<file path="config.mk">
export PLATFORM = sky130hd
export DESIGN_NAME = bitwise_logic_unit
export DESIGN_NICKNAME = d
export VERILOG_FILES = /design/src/rtl/bitwise_logic_pkg.sv /design/src/rtl/logic_pipe_stage.sv /design/src/rtl/bitwise_logic_unit.sv
export SDC_FILE = /design/constraint.sdc
export NUM_CORES = 1
export LEC_CHECK = 0
export CAP_MARGIN = 20
export CORE_MARGIN = 3
export CORE_UTILIZATION = 50
export CTS_CLUSTER_SIZE = 8
export DETAILED_ROUTE_END_ITERATION = 12
export PLACE_DENSITY = 0.82
export SYNTH_ARGS = -nofsm -noshare
export SYNTH_HDL_FRONTEND = slang
export SYNTH_SLANG_ARGS = --single-unit
</file>
<file path="constraint.sdc">
create_clock -name clk -period 1.7 [get_ports clk]
set_input_delay 0.255 -clock clk [delete_from_list [all_inputs] [get_ports clk]]
set_output_delay 0.255 -clock clk [all_outputs]
set_load 0.02 [all_outputs]
</file>
<file path="src/rtl/bitwise_logic_pkg.sv">
// Shared opcode encodings and parameter limits for the bitwise logic unit.
// Imported by the top module and by the pipeline stage.
package bitwise_logic_pkg;

    localparam logic [2:0] OP_AND      = 3'b000;
    localparam logic [2:0] OP_OR       = 3'b001;
    localparam logic [2:0] OP_XOR      = 3'b010;
    localparam logic [2:0] OP_NOR      = 3'b011;
    localparam logic [2:0] OP_ANDN     = 3'b100;
    localparam logic [2:0] OP_ACC_AND  = 3'b101;
    localparam logic [2:0] OP_ACC_OR   = 3'b110;
    localparam logic [2:0] OP_ACC_LOAD = 3'b111;

    localparam int WIDTH_MIN  = 1;
    localparam int WIDTH_MAX  = 64;
    localparam int STAGES_MIN = 1;
    localparam int STAGES_MAX = 4;

    // Opcodes 101/110/111 read and write the accumulator; b is ignored for them.
    function automatic logic is_acc_op(input logic [2:0] opcode);
        return opcode[2] & (opcode[1] | opcode[0]);
    endfunction

endpackage

</file>
<file path="src/rtl/logic_pipe_stage.sv">
// One valid+data pipeline register. Flush beats stall; data only loads
// when the incoming slot is valid, so dead slots keep stale data.
module logic_pipe_stage
    import bitwise_logic_pkg::*;
#(
    parameter int WIDTH = 32
) (
    input  logic             clk,
    input  logic             reset,
    input  logic             stall,
    input  logic             flush,
    input  logic             valid_i,
    input  logic [WIDTH-1:0] data_i,
    output logic             valid_o,
    output logic [WIDTH-1:0] data_o
);

    logic             valid_q, valid_d;
    logic [WIDTH-1:0] data_q, data_d;

    always_comb begin
        valid_d = valid_q;
        data_d  = data_q;
        if (flush) begin
            valid_d = 1'b0;
        end else if (!stall) begin
            valid_d = valid_i;
            if (valid_i) begin
                data_d = data_i;
            end
        end
    end

    always_ff @(posedge clk) begin
        if (reset) begin
            valid_q <= 1'b0;
            data_q  <= '0;
        end else begin
            valid_q <= valid_d;
            data_q  <= data_d;
        end
    end

    assign valid_o = valid_q;
    assign data_o  = data_q;

endmodule

</file>
<file path="src/rtl/bitwise_logic_unit.sv">
// Pipelined bitwise logic unit with a persistent AND/OR accumulator.
// Opcode decode and accumulator live here; the result ripples through STAGES registers.
module bitwise_logic_unit
    import bitwise_logic_pkg::*;
#(
    parameter int WIDTH  = 32,
    parameter int STAGES = 2
) (
    input  logic             clk,
    input  logic             reset,
    input  logic             in_valid,
    input  logic [2:0]       op,
    input  logic [WIDTH-1:0] a,
    input  logic [WIDTH-1:0] b,
    input  logic             stall,
    input  logic             flush,
    output logic             out_valid,
    output logic [WIDTH-1:0] result,
    output logic [WIDTH-1:0] acc,
    output logic             acc_zero
);

    logic             accept;
    logic [WIDTH-1:0] acc_q, acc_d;
    logic [WIDTH-1:0] acc_next;
    logic [WIDTH-1:0] op_result;

    logic             stage_valid [STAGES+1];
    logic [WIDTH-1:0] stage_data  [STAGES+1];

    assign accept = in_valid & ~stall & ~flush;

    // Accumulate opcodes return the post-update value so chained ops see each other.
    always_comb begin
        acc_next  = acc_q;
        op_result = '0;
        case (op)
            OP_AND:      op_result = a & b;
            OP_OR:       op_result = a | b;
            OP_XOR:      op_result = a ^ b;
            OP_NOR:      op_result = ~(a | b);
            OP_ANDN:     op_result = a & ~b;
            OP_ACC_AND: begin
                acc_next  = acc_q & a;
                op_result = acc_next;
            end
            OP_ACC_OR: begin
                acc_next  = acc_q | a;
                op_result = acc_next;
            end
            OP_ACC_LOAD: begin
                acc_next  = a;
                op_result = acc_next;
            end
        endcase
    end

    always_comb begin
        acc_d = acc_q;
        if (accept && is_acc_op(op)) begin
            acc_d = acc_next;
        end
    end

    always_ff @(posedge clk) begin
        if (reset) begin
            acc_q <= '1;
        end else begin
            acc_q <= acc_d;
        end
    end

    assign stage_valid[0] = accept;
    assign stage_data[0]  = op_result;

    for (genvar s = 0; s < STAGES; s++) begin : g_stage
        logic_pipe_stage #(
            .WIDTH(WIDTH)
        ) u_stage (
            .clk    (clk),
            .reset  (reset),
            .stall  (stall),
            .flush  (flush),
            .valid_i(stage_valid[s]),
            .data_i (stage_data[s]),
            .valid_o(stage_valid[s+1]),
            .data_o (stage_data[s+1])
        );
    end

    assign out_valid = stage_valid[STAGES];
    assign result    = stage_data[STAGES];
    assign acc       = acc_q;
    assign acc_zero  = (acc_q == '0);

endmodule
</file>
# Yosys cells after proc, flatten, opt, wreduce, memory -nomap -nowiden
# Index checks and enable logic that the tools add are counted.
dict set report totals {
  register_bits 98
  latch_bits 0
  ramBits 0
  romBits 0
  out_inout_bits 66
  wordCells 36
  n_memories 0
}
dict set report classes {
  add_sub_neg 0
  multipliers 0
  div 0
  magnitude_cmp 0
  eq_ne 7
  shifts 0
  muxes 2
  bitwise 14
  n_reduce_logical 8
}
# op n
set op_table {}
lappend op_table {{32-bit one-hot mux with 8 select lines} 1}
lappend op_table {{32-bit bitwise AND} 3}
lappend op_table {{32-bit one-hot mux with 3 select lines} 1}
lappend op_table {{32-bit NOT} 2}
lappend op_table {{32-bit OR} 2}
lappend op_table {{32-bit zero test} 1}
lappend op_table {{32-bit XOR} 1}
lappend op_table {{3-bit equality test, second input constant} 4}
lappend op_table {{3-bit by 2-bit equality test with 1-bit output, second input constant} 2}
lappend op_table {{3-bit AND reduction} 2}
lappend op_table {{1-bit bitwise AND} 3}
lappend op_table {{3-bit by 1-bit equality test with 1-bit output, second input constant} 1}
lappend op_table {{3-bit zero test} 1}
lappend op_table {{3-bit nonzero test} 1}
lappend op_table {{1-bit NOT} 2}
lappend op_table {{2-bit AND reduction} 1}
lappend op_table {{2-bit OR reduction} 1}
lappend op_table {{1-bit logical AND} 1}
lappend op_table {{1-bit OR} 1}

# Logic depth before layout (Yosys ltp)
dict set report depth {
  ltp_word 5
  depth_mapped 7
}

# Modules after synthesis
# From an unflattened synthesis, not the netlist that was laid out.
dict set report hier_totals {
  hier_cells 906
  area_unflattened_um2 7133.1
}
# mod n_inst cells_per_inst area_each_um2 seq_area_each_um2
set by_module_without_submodules {}
lappend by_module_without_submodules {bitwise_logic_unit 1 620 4117.7 640.6}
lappend by_module_without_submodules {logic_pipe_stage 2 143 1507.7 660.6}

# Least setup slack after synthesis
# OpenSTA, ideal clock, no wires.
dict set report synth_path {
  path_type {input-to-reg}
  startpoint {input port stall}
  endpoint {register g_stage[1].u_stage.data_q[10]}
  arrival_time_ns 1.276
  required_time_ns 1.568
  setup_slack_ns 0.292
  cell_stages 6
  path_cell_list {buf_6 or3b_2 clkbuf_1 clkbuf_1 nand2_1 a21oi_1}
}
dict set report synth_between {
  elab_chain_len 2
}
# element line
set synth_lines {}
lappend synth_lines {{start: declaration} bitwise_logic_unit.sv:15} ;# input logic stall,
lappend synth_lines {{1-bit NOT (no line)} -}
lappend synth_lines {{3-bit AND reduction (no line)} -}
lappend synth_lines {{end signal: assignment} logic_pipe_stage.sv:40} ;# data_q <= data_d;
lappend synth_lines {{end: declaration} logic_pipe_stage.sv:19} ;# logic [WIDTH-1:0] data_q, data_d;
# Every way passes these cells.
# A chain may end at the register's enable or synchronous reset.

# Worst setup path in the final report
dict set report layout_path {
  startpoint {register acc_q[24], in the netlist acc[24]}
  endpoint {output port acc_zero}
}
dict set report layout_between {
  elab_chain_len 1
}
# element line
set layout_lines {}
lappend layout_lines {{start: declaration} bitwise_logic_unit.sv:24} ;# logic [WIDTH-1:0] acc_q, acc_d;
lappend layout_lines {{start signal: assignment} bitwise_logic_unit.sv:67} ;# acc_q <= '1;
lappend layout_lines {{start signal: assignment} bitwise_logic_unit.sv:69} ;# acc_q <= acc_d;
lappend layout_lines {{32-bit zero test} bitwise_logic_unit.sv:94} ;# assign acc_zero = (acc_q == '0);
lappend layout_lines {{end: declaration} bitwise_logic_unit.sv:20} ;# output logic acc_zero
# Every way passes these cells.

==> impl_metrics.toml <==
[status]
status = "finished, violations left"
violations = "setup timing"

[drt]
viasPerCell = 5.759
ant_nets = 0
via_count = 7383
wl_per_cell_um = 16.88
drt_first_pass_iters = 5
drc_errors = 0
drt_wl_total_um = 21640
drt_iter0_markers = 933

[power]
ir_drop_uv = 767.7
total_power_mw = 5.812
leakagePower_nw = 4.100
power.density_mw_per_mm2 = 619.6

[setup_path]
reg2regPathDepth = 5
critPathCaptureType = "primary output"
rrSetupSlack_ps = 360
r2r_end = "g_stage[0].u_stage.data_o[10]$_SDFFE_PP0P_"
cp-start-kind = "flop"
path_max_fanout = 2
crit-reg2reg-launch = "acc[10]$_SDFFE_PP1P_"
arrival_ps = 1570
required_ps = 1440
worstSetupPathType = "flop to primary output"

[global_routing]
grt_pass1_wl_um = 34640
grt_max_degree = 43
grt_pass1_vias = 6910
grt_usage_pct = 29.63
antenna_found_initial = 0
grt-ovfl-total = 0

[synth]
yosys-top-cells-area = "dfxtp_1, a21oi_1, ha_1"
syn_nets = 983
netlist_area_mm2 = 0.006484
synth_cell_type_count = 51
synthCells = 879
synthArstFlopShare_pct = 0
yosysSeqAreaShare_pct = 30.26
ys.warnings.count = 0
ys.flop_type = "dfxtp_1"
avgSynthCellArea_um2 = 7.376
synth_edf_count = 0
synth-seq-cells = 98
synth.most_common_cell = "a21oi_1"
synth_top_area_share_pct = 30.26
synth_top_cell_by_area = "dfxtp_1"
synth_common_cells = "a21oi_1, nand2_1, dfxtp_1"

[floorplan]
dieArea_mm2 = 0.01437
die_h_um = 119.9
die_x_um = 119.9
io_pins = 138
initial_core_util_pct = 52.45
rows = 40
core_mm2 = 0.01236

[layout]
syn_to_final_growth_pct = 44.69
nNetsFinal = 1213
final_core_util_pct = 75.89
stdcell_area_mm2 = 0.009382
drive_above_1_share_pct = 18.67
n_antenna_cell = 0

[clock_network]
htree_levels = 3
path_clk_slew_ps = 70
ctsRootBufferMaster = "clkbuf_16"
cts_tree = "built"
cts_buffer_depth = 2
cts_buffers = 9
clkSinkCount = 98
cts_setup_buffers = 0
insertion_delay_ps = 350

[sta]
period_share_pct = 107.5
tightest_slew_ps = 480.6
setup_slack_ps = -127.3
hold_violations = 0
fin_skew_ps = 3.437
rsz0062_at_grt = "yes"
period_needed_ps = 1827
tns_ps = -127.3
finalMaxSlewViolations = 0
setup_viol = 1
slew_headroom_pct = 67.89
fmax_ghz = 0.5473

[placed_design]
place_area_mm2 = 0.008994
hpwl_um = 15890
port_buffers = 137
place.gp.congestion = 0.9193

[run]
maxCapViolations = 0

[min_path]
hold_depth = 3
min_to = "g_stage[0].u_stage.data_o[25]$_SDFFE_PP0P_"
holdCritPathClass = "input pin to flop"
min_from = "op[2]"
## layout make-up
type,instances,area (um2)
Multi-Input combinational cell,640,3953
Tap cell,168,210.2
Inverter,69,259.0
Timing Repair Buffer,291,2690
Clock inverter,5,62.56
Sequential cell,98,1964
Fill cell,894,2980
Clock buffer,11,242.7
## layer usage
layer	vias up	GRT usage, %	share of wire (%)
met2	382	47.99	46
met4	0	10.88	3.3
met1	3400	38.27	41
li1	3533	-	-
met5	-	0	0
met3	68	7.352	9.4
## logic make-up after synthesis
family | count (synthesis) | synth area share [%]
flip-flops | 98 | 30.26
XOR/XNOR | 32 | 4.323
multiplexers | 2 | 0.3088
AO/OA/AOI/OAI | 310 | 30.10
adder cells (fa/ha/maj) | 32 | 6.175
buffers and inverters | 141 | 9.475
AND/OR/NAND/NOR | 264 | 19.36
## worst max-delay path: stages (launching register included)
cell and delay [ps]:
dfxtp_2 330, nor4_4 300, buf_4 170, nand4_1 110, nor2_2 170, buf_6 140
## layout by cell type, fill, tap and decap left out, types with 17 or more instances in the layout
cell | netlist | final
nor2_1 | 65 | 63
clkdlybuf4s50_1 | 0 | 102
o21ai_0 | 31 | 31
ha_1 | 32 | 32
xor2_1 | 26 | 26
dlymetal6s2s_1 | 0 | 21
nand2b_1 | 22 | 21
nand3_1 | 17 | 17
dfxtp_1 | 98 | 96
a211oi_1 | 18 | 18
buf_4 | 4 | 144
nand2_1 | 99 | 99
inv_1 | 69 | 69
o21bai_1 | 33 | 33
a21oi_1 | 148 | 148
## timing repair
action,4_1_cts,5_1_grt
pin swaps,3,3
resized for setup,16,29
hold buffers,0,0
endpoints found under the setup margin,10,24
## through the flow
step	std cells	hold slack [ps]	setup WS (ps)
floorplan	879	334.3	292.0
global placement	1266	442.5	-225.4
detailed placement	1266	445.8	-306.1
CTS	1282	386.4	-106.5
global route	1282	438.8	-161.5
finish	1282	408.0	-127.3
## flip-flops by register name, indices dropped and copies added (netlist names)
name,flops
g_stage.u_stage.data_o,64
g_stage.u_stage.valid_o,2
acc,32
## how the worst max path moves through the flow
stage	slack, ps	depth (start not counted)	endpoint	from
2_1_floorplan	290	6	g_stage[1].u_stage.data_o[10]$_SDFFE_PP0P_	stall
3_3_place_gp	-230	7	g_stage[0].u_stage.data_o[28]$_SDFFE_PP0P_	a[28]
3_5_place_dp	-310	7	g_stage[0].u_stage.data_o[26]$_SDFFE_PP0P_	in_valid
4_1_cts	-110	5	acc_zero	acc[24]$_SDFFE_PP1P_
5_1_grt	-160	5	acc_zero	acc[24]$_SDFFE_PP1P_
6_report	-130	5	acc_zero	acc[24]$_SDFFE_PP1P_
## power by group
part           switching (mW)  internal [mW]  leakage [nW]
Clock                   0.913           1.19         0.148
Sequential             0.0334           2.34         0.793
Combinational           0.674          0.658          3.16
No activity file was read; power rests on OpenSTA's default activity.
